<file path="config.mk">
export PLATFORM = sky130hd
export DESIGN_NAME = calc_arbiter
export DESIGN_NICKNAME = d
export VERILOG_FILES = /design/src/rtl/calc_arbiter.sv
export SDC_FILE = /design/constraint.sdc
export NUM_CORES = 1
export LEC_CHECK = 0
export CORE_ASPECT_RATIO = 0.8
export CORE_UTILIZATION = 30
export CTS_CLUSTER_SIZE = 24
export DETAILED_ROUTE_END_ITERATION = 10
export GPL_ROUTABILITY_DRIVEN = 0
export HOLD_SLACK_MARGIN = 0.03
export PLACE_DENSITY_LB_ADDON = 0.12
export SYNTH_ARGS = -nofsm -noshare
export SYNTH_HDL_FRONTEND = slang
export SYNTH_SLANG_ARGS = --single-unit
</file>
<file path="constraint.sdc">
create_clock -name clk -period 1.9 [get_ports clk]
set_input_delay 0.38 -clock clk [delete_from_list [all_inputs] [get_ports clk]]
set_output_delay 0.38 -clock clk [all_outputs]
set_load 0.05 [all_outputs]
</file>
<file path="src/rtl/calc_arbiter.sv">
// calc_arbiter: round-robin sharing of one combinational calculator between two requesters.
// Define CALC_ARB_STATS_EN to add saturating per-requester / error handshake counters.

module calc_arbiter #(
  parameter int DATA_W = 8,
  parameter int LAT    = 1
) (
  input  logic                clk,
  input  logic                rst_n,
  input  logic                req0_valid,
  output logic                req0_ready,
  input  logic [DATA_W-1:0]   req0_a,
  input  logic [DATA_W-1:0]   req0_b,
  input  logic [1:0]          req0_op,
  input  logic                req1_valid,
  output logic                req1_ready,
  input  logic [DATA_W-1:0]   req1_a,
  input  logic [DATA_W-1:0]   req1_b,
  input  logic [1:0]          req1_op,
  output logic                rsp_valid,
  input  logic                rsp_ready,
  output logic                rsp_id,
  output logic [2*DATA_W-1:0] rsp_result,
  output logic                rsp_error,
  output logic [DATA_W-1:0]   calc_a,
  output logic [DATA_W-1:0]   calc_b,
  output logic [1:0]          calc_op,
  input  logic [2*DATA_W-1:0] calc_result,
  input  logic                calc_error
`ifdef CALC_ARB_STATS_EN
  ,
  output logic [15:0]         stat_ops0,
  output logic [15:0]         stat_ops1,
  output logic [15:0]         stat_err
`endif
);

  // state | meaning
  // IDLE  | nothing in flight; arbitrate and accept one request
  // EXEC  | operands driven on calc_*, counting down LAT cycles
  // RESP  | response held on rsp_* until the consumer takes it
  typedef enum logic [1:0] {
    S_IDLE = 2'd0,
    S_EXEC = 2'd1,
    S_RESP = 2'd2
  } state_t;

  localparam int CNT_W = (LAT > 1) ? $clog2(LAT + 1) : 1;

  state_t              r_state;
  logic                r_last_grant;
  logic [CNT_W-1:0]    r_cnt;
  logic                r_rsp_valid;
  logic                r_rsp_id;
  logic [2*DATA_W-1:0] r_rsp_result;
  logic                r_rsp_error;
  logic [DATA_W-1:0]   r_calc_a;
  logic [DATA_W-1:0]   r_calc_b;
  logic [1:0]          r_calc_op;

  logic w_idle;
  logic w_acc0;
  logic w_acc1;
  logic w_rsp_hs;

  // Ready is gated by rst_n so nothing is offered while reset is asserted.
  assign w_idle     = rst_n && (r_state == S_IDLE);
  assign req0_ready = w_idle && req0_valid && (!req1_valid || r_last_grant);
  assign req1_ready = w_idle && req1_valid && (!req0_valid || !r_last_grant);
  assign w_acc0     = req0_valid && req0_ready;
  assign w_acc1     = req1_valid && req1_ready;
  assign w_rsp_hs   = r_rsp_valid && rsp_ready;

  always_ff @(posedge clk or negedge rst_n) begin
    if (!rst_n) begin
      r_state      <= S_IDLE;
      r_last_grant <= 1'b1;
      r_cnt        <= '0;
      r_rsp_valid  <= 1'b0;
      r_rsp_id     <= 1'b0;
      r_rsp_result <= '0;
      r_rsp_error  <= 1'b0;
      r_calc_a     <= '0;
      r_calc_b     <= '0;
      r_calc_op    <= '0;
    end else begin
      case (r_state)
        S_IDLE: begin
          if (w_acc0 || w_acc1) begin
            r_calc_a     <= w_acc1 ? req1_a  : req0_a;
            r_calc_b     <= w_acc1 ? req1_b  : req0_b;
            r_calc_op    <= w_acc1 ? req1_op : req0_op;
            r_rsp_id     <= w_acc1;
            r_last_grant <= w_acc1;
            r_cnt        <= CNT_W'(LAT);
            r_state      <= S_EXEC;
          end
        end
        S_EXEC: begin
          if (r_cnt == CNT_W'(1)) begin
            r_rsp_result <= calc_result;
            r_rsp_error  <= calc_error;
            r_rsp_valid  <= 1'b1;
            r_state      <= S_RESP;
          end else begin
            r_cnt <= r_cnt - CNT_W'(1);
          end
        end
        S_RESP: begin
          if (w_rsp_hs) begin
            r_rsp_valid <= 1'b0;
            r_state     <= S_IDLE;
          end
        end
        default: r_state <= S_IDLE;
      endcase
    end
  end

  assign rsp_valid  = r_rsp_valid;
  assign rsp_id     = r_rsp_id;
  assign rsp_result = r_rsp_result;
  assign rsp_error  = r_rsp_error;
  assign calc_a     = r_calc_a;
  assign calc_b     = r_calc_b;
  assign calc_op    = r_calc_op;

`ifdef CALC_ARB_STATS_EN
  logic [15:0] r_stat_ops0;
  logic [15:0] r_stat_ops1;
  logic [15:0] r_stat_err;

  always_ff @(posedge clk or negedge rst_n) begin
    if (!rst_n) begin
      r_stat_ops0 <= '0;
      r_stat_ops1 <= '0;
      r_stat_err  <= '0;
    end else if (w_rsp_hs) begin
      if (!r_rsp_id && (r_stat_ops0 != 16'hFFFF)) r_stat_ops0 <= r_stat_ops0 + 16'd1;
      if (r_rsp_id && (r_stat_ops1 != 16'hFFFF))  r_stat_ops1 <= r_stat_ops1 + 16'd1;
      if (r_rsp_error && (r_stat_err != 16'hFFFF)) r_stat_err <= r_stat_err + 16'd1;
    end
  end

  assign stat_ops0 = r_stat_ops0;
  assign stat_ops1 = r_stat_ops1;
  assign stat_err  = r_stat_err;
`endif

endmodule

</file>
Word level (Yosys, flattened, before mapping) --
Index checks and enable logic that the tools add are counted.
Cells by class: muxes and demuxes 13, add/sub/neg operators 1, reductions and logical operators 22, equality and inequality tests 5
Operators with widths (count):
- $mux 8 | 2
- $logic_and 1x1->1 | 8
- $mux 2 | 4
- $pmux 2 s3 | 1
- $reduce_and 2->1 | 3
- $reduce_and 3->1 | 2
- $mux 1 | 4
- $ne 2x2->1 const B | 2
- $pmux 1 s2 | 2
- $reduce_bool 2->1 | 2
- $logic_not 1->1 | 3
- $logic_or 1x1->1 | 3
- $eq 2x1->1 const B | 1
- $eq 2x2->1 const B | 1
- $logic_not 2->1 | 1
- $ne 2x1->1 const B | 1
- $sub 1x1->1 const B | 1
Storage, ports and cells: bits of input ports 58, register bits 41, word-level logic and storage cells 51, output and inout bits 39

Longest topological paths before layout --
depth in word-level cells 8, gate-level depth with buffers 5, mapped depth without buffers 3

Least setup slack after synthesis --
OpenSTA, ideal clock, no wires.
path kind register to output, from reg r_state[1], to out req1_ready, slack -0.107 ns, required time 1.520 ns, path buffers 1, stages on the path, launching flop included 4, data arrival time 1.627 ns, path through dfrtp_1 > or3b_1 > buf_2 > nor2_1
Between the ends: word-level cells in the longest chain between the ends 4
RTL lines:
- from (decl) | RTL line 50 | state_t r_state;
- from (signal assigned) | RTL line 76 | r_state <= S_IDLE;
- from (signal assigned) | RTL line 96 | r_state <= S_EXEC;
- from (signal assigned) | RTL line 104 | r_state <= S_RESP;
- $logic_not 2->1 | RTL line 67 | assign w_idle = rst_n && (r_state == S_IDLE);
- $logic_and 1x1->1 | RTL line 67
- $logic_and 1x1->1 (2 in series) | RTL line 69 | assign req1_ready = w_idle && req1_valid && (!req0_valid || !r_last_grant);
- to (decl) | RTL line 16 | output logic req1_ready,
Every way passes these cells.

Final worst setup path --
from reg r_calc_op[0], in the netlist calc_op[0], to out calc_op[0]
RTL lines:
- from (decl) | RTL line 59 | logic [1:0] r_calc_op;
- from (signal assigned) | RTL line 92 | r_calc_op <= w_acc1 ? req1_op : req0_op;
- to (decl) | RTL line 27 | output logic [1:0] calc_op,
No word-level cell between the ends.

==> results.json <==
{
  "synth.net_count": 225,
  "worstMarginPinSlew_ps": 526.2,
  "dr.pass1.iters": 4,
  "fp.dieW_um": 89.31,
  "nets": 323,
  "h-tree-depth": 2,
  "hold_viol_final": 0,
  "async_flop_share_pct": 100.0,
  "finalCritPeriodShare_pct": 96.86,
  "synth-edff-count": 0,
  "final-max-slew-violation-count": 0,
  "diodes": 0,
  "io_pins": 97,
  "hold_class": "primary input to async pin",
  "hpwl_um": 3502,
  "path_buf_inv": 1,
  "synth_top_area_cell": "dfrtp_1",
  "route.detailed.drc": 0,
  "mappedNetlistArea_um2": 1829,
  "synth_cells": 167,
  "setup-violations-final": 0,
  "clockBufferDepth": 2,
  "crit_type": "flip-flop to output pin",
  "start_util_pct": 31.11,
  "crit_family": "buffers and inverters",
  "vias": 1677,
  "critPathSlowestCell": "clkdlybuf4s50_1",
  "clk_latency_ps": 290,
  "critPathMaxStageDelay_ps": 810,
  "crit_chain": "clkdlybuf4s50_1",
  "die-area_um2": 6416,
  "reg2reg_slack_ps": 350,
  "timing.rr.end": "calc_b[5]$_DFFE_PN0P_",
  "grt_overflow": 0,
  "detail-route-antenna-nets": 0,
  "core_area_um2": 5881,
  "antenna_found_initial": 0,
  "yosysWarningCount": 0,
  "drive_gt1_share_pct": 21.43,
  "grt_pass1_wl_um": 7872,
  "r2r_cells": 4,
  "regToRegStartpoint": "r_state[0]$_DFFE_PN0P_",
  "period_needed_ps": 1840,
  "drt_iter0_markers": 53,
  "power_uw": 5364,
  "synth_seq_cells": 41,
  "cts.sinks": 41,
  "via_per_inst": 4.833,
  "grt_pass1_vias": 1645,
  "maxCapViolations": 0,
  "yosysMostFrequentCell": "dfrtp_1",
  "portBuffers": 96,
  "cts_setup_buffers": 0,
  "cp-start-kind": "flip-flop",
  "area_growth_pct": 64.23,
  "synth.area.top_cells": "dfrtp_1 (55%), mux2_2 (10%), a31oi_1 (6.2%)",
  "outcome": "finished, final reports clean",
  "cts_tree": "done",
  "die_h_um": 71.84,
  "wl_per_cell_um": 14.48,
  "critPathCaptureType": "output pin",
  "ir_worst_vdd_mv": 0.6578,
  "ys_seq_area_share_pct": 56.16,
  "slew_headroom_pct": 64.92,
  "fmax_mhz": 543.4,
  "tns_ps": 0,
  "rsz0062_at_grt": "no",
  "grt_start_max_net_pins": 42,
  "grt_usage_pct": 16.28,
  "routed_wirelength_um": 5023,
  "clock_skew_ps": 4.058,
  "ys.flop_type": "dfrtp_1",
  "cp_max_fo": 2,
  "leakage_uw": 0.001213,
  "n_fill_cell": 574,
  "netlist.area_leader.share_pct": 54.72,
  "power.density_nw_per_um2": 1786,
  "crit_arrival_ps": 1460,
  "required_ps": 1520,
  "syn_avg_cell_area_um2": 10.95,
  "yosysUniqueCellTypes": 26,
  "clk_pin_slew_worst_paths_ps": 70,
  "rows": 25,
  "synthTopCellsByCount": "dfrtp_1 (40), a21oi_1 (20), o21ai_0 (20)",
  "cts_made_buffers": 5,
  "root_buffer": "clkbuf_8"
}
[registers in the layout (all words and copies together), names as in the netlist]
name and cells:
calc_a 8, calc_b 8, calc_op 2, r_cnt 1
r_last_grant 1, r_state 2, rsp_error 1, rsp_id 1
rsp_result 16, rsp_valid 1
[kinds of logic after synthesis]
group	share of synthesized area (%)
muxes	10.46
DFF	56.16
AOI/OAI and AO/OA	19.49
and+or+nand+nor	8.962
buffers and inverters	4.924
[area by class of cell]
type	instances	area [um2]	share of cell area, %
clock inverters	1	5.005	0.1666
well taps	81	101.3	3.374
flip-flops and latches	41	1028	34.24
multi-input cells	110	733.2	24.41
repair buffers	104	1028	34.24
inverters	3	11.26	0.3748
clock buffers	7	96.34	3.207
[timing repair]
action / 4_1_cts / 5_1_grt
hold buffers: 0 / 0
resized for setup: 2 / 2
endpoints found under the hold margin: 0 / 0
setup endpoints to repair: 1 / 1
pin swaps: 0 / 1
[power by group]
part	switching [uW]	internal [uW]
combinational	2060	1150
clock	286	328
sequential	244	1300
[layout by cell type (no fill, tap or decap)]
master,n
a31oi_1,18
a21boi_2,1
and2b_1,1
or3_1,1
mux2_2,17
a21bo_1,1
clkinv_2,1
nand2_2,1
a21o_1,3
clkbuf_8,7
nor2_4,1
nand2b_1,1
or3b_4,1
dfstp_2,1
clkdlybuf4s50_1,80
dfrtp_2,1
and2_4,1
buf_12,4
or2_1,1
buf_2,1
o21ai_0,20
dfrtp_1,39
nand3_1,19
a21oi_1,20
nand2_1,2
buf_4,19
inv_1,3
nor3b_4,1
[worst max path at each step]
| stage | from | to | slack, ps | depth (start not counted) |
|---|---|---|---|---|
| 2_1_floorplan | r_state[1]$_DFFE_PN0P_ | req1_ready | 140 | 3 |
| 3_3_place_gp | req1_valid | req1_ready | 100 | 4 |
| 3_5_place_dp | req1_valid | req1_ready | 90 | 4 |
| 4_1_cts | r_state[1]$_DFFE_PN0P_ | req0_ready | 30 | 4 |
| 5_1_grt | r_state[0]$_DFFE_PN0P_ | req0_ready | 2 | 4 |
| 6_report | calc_op[0]$_DFFE_PN0P_ | calc_op[0] | 60 | 1 |
[routing by layer]
| metal | part of all wire [%] | global-route usage, % | vias up |
|---|---|---|---|
| met4 | 0.88 | 6.349 | 0 |
| met5 | 0 | 0 | - |
| met2 | 43 | 23.58 | 69 |
| met1 | 49 | 23.30 | 800 |
| met3 | 7.1 | 4.032 | 4 |
| li1 | - | - | 804 |
[stage by stage]
stage	hold slack [ps]	instances	setup WS, ps	utilization (%)	area, um2
4_1_cts	210.2	347	31.56	50.96	2997
3_5_place_dp	473.7	339	90.17	49.11	2888
6_report	207.0	347	59.67	51.09	3004
5_1_grt	256.4	347	1.559	51.09	3004
3_3_place_gp	481.3	339	99.03	49.11	2888
2_1_floorplan	84.41	167	141.3	-	1832
(Power assumes the default switching activity.)
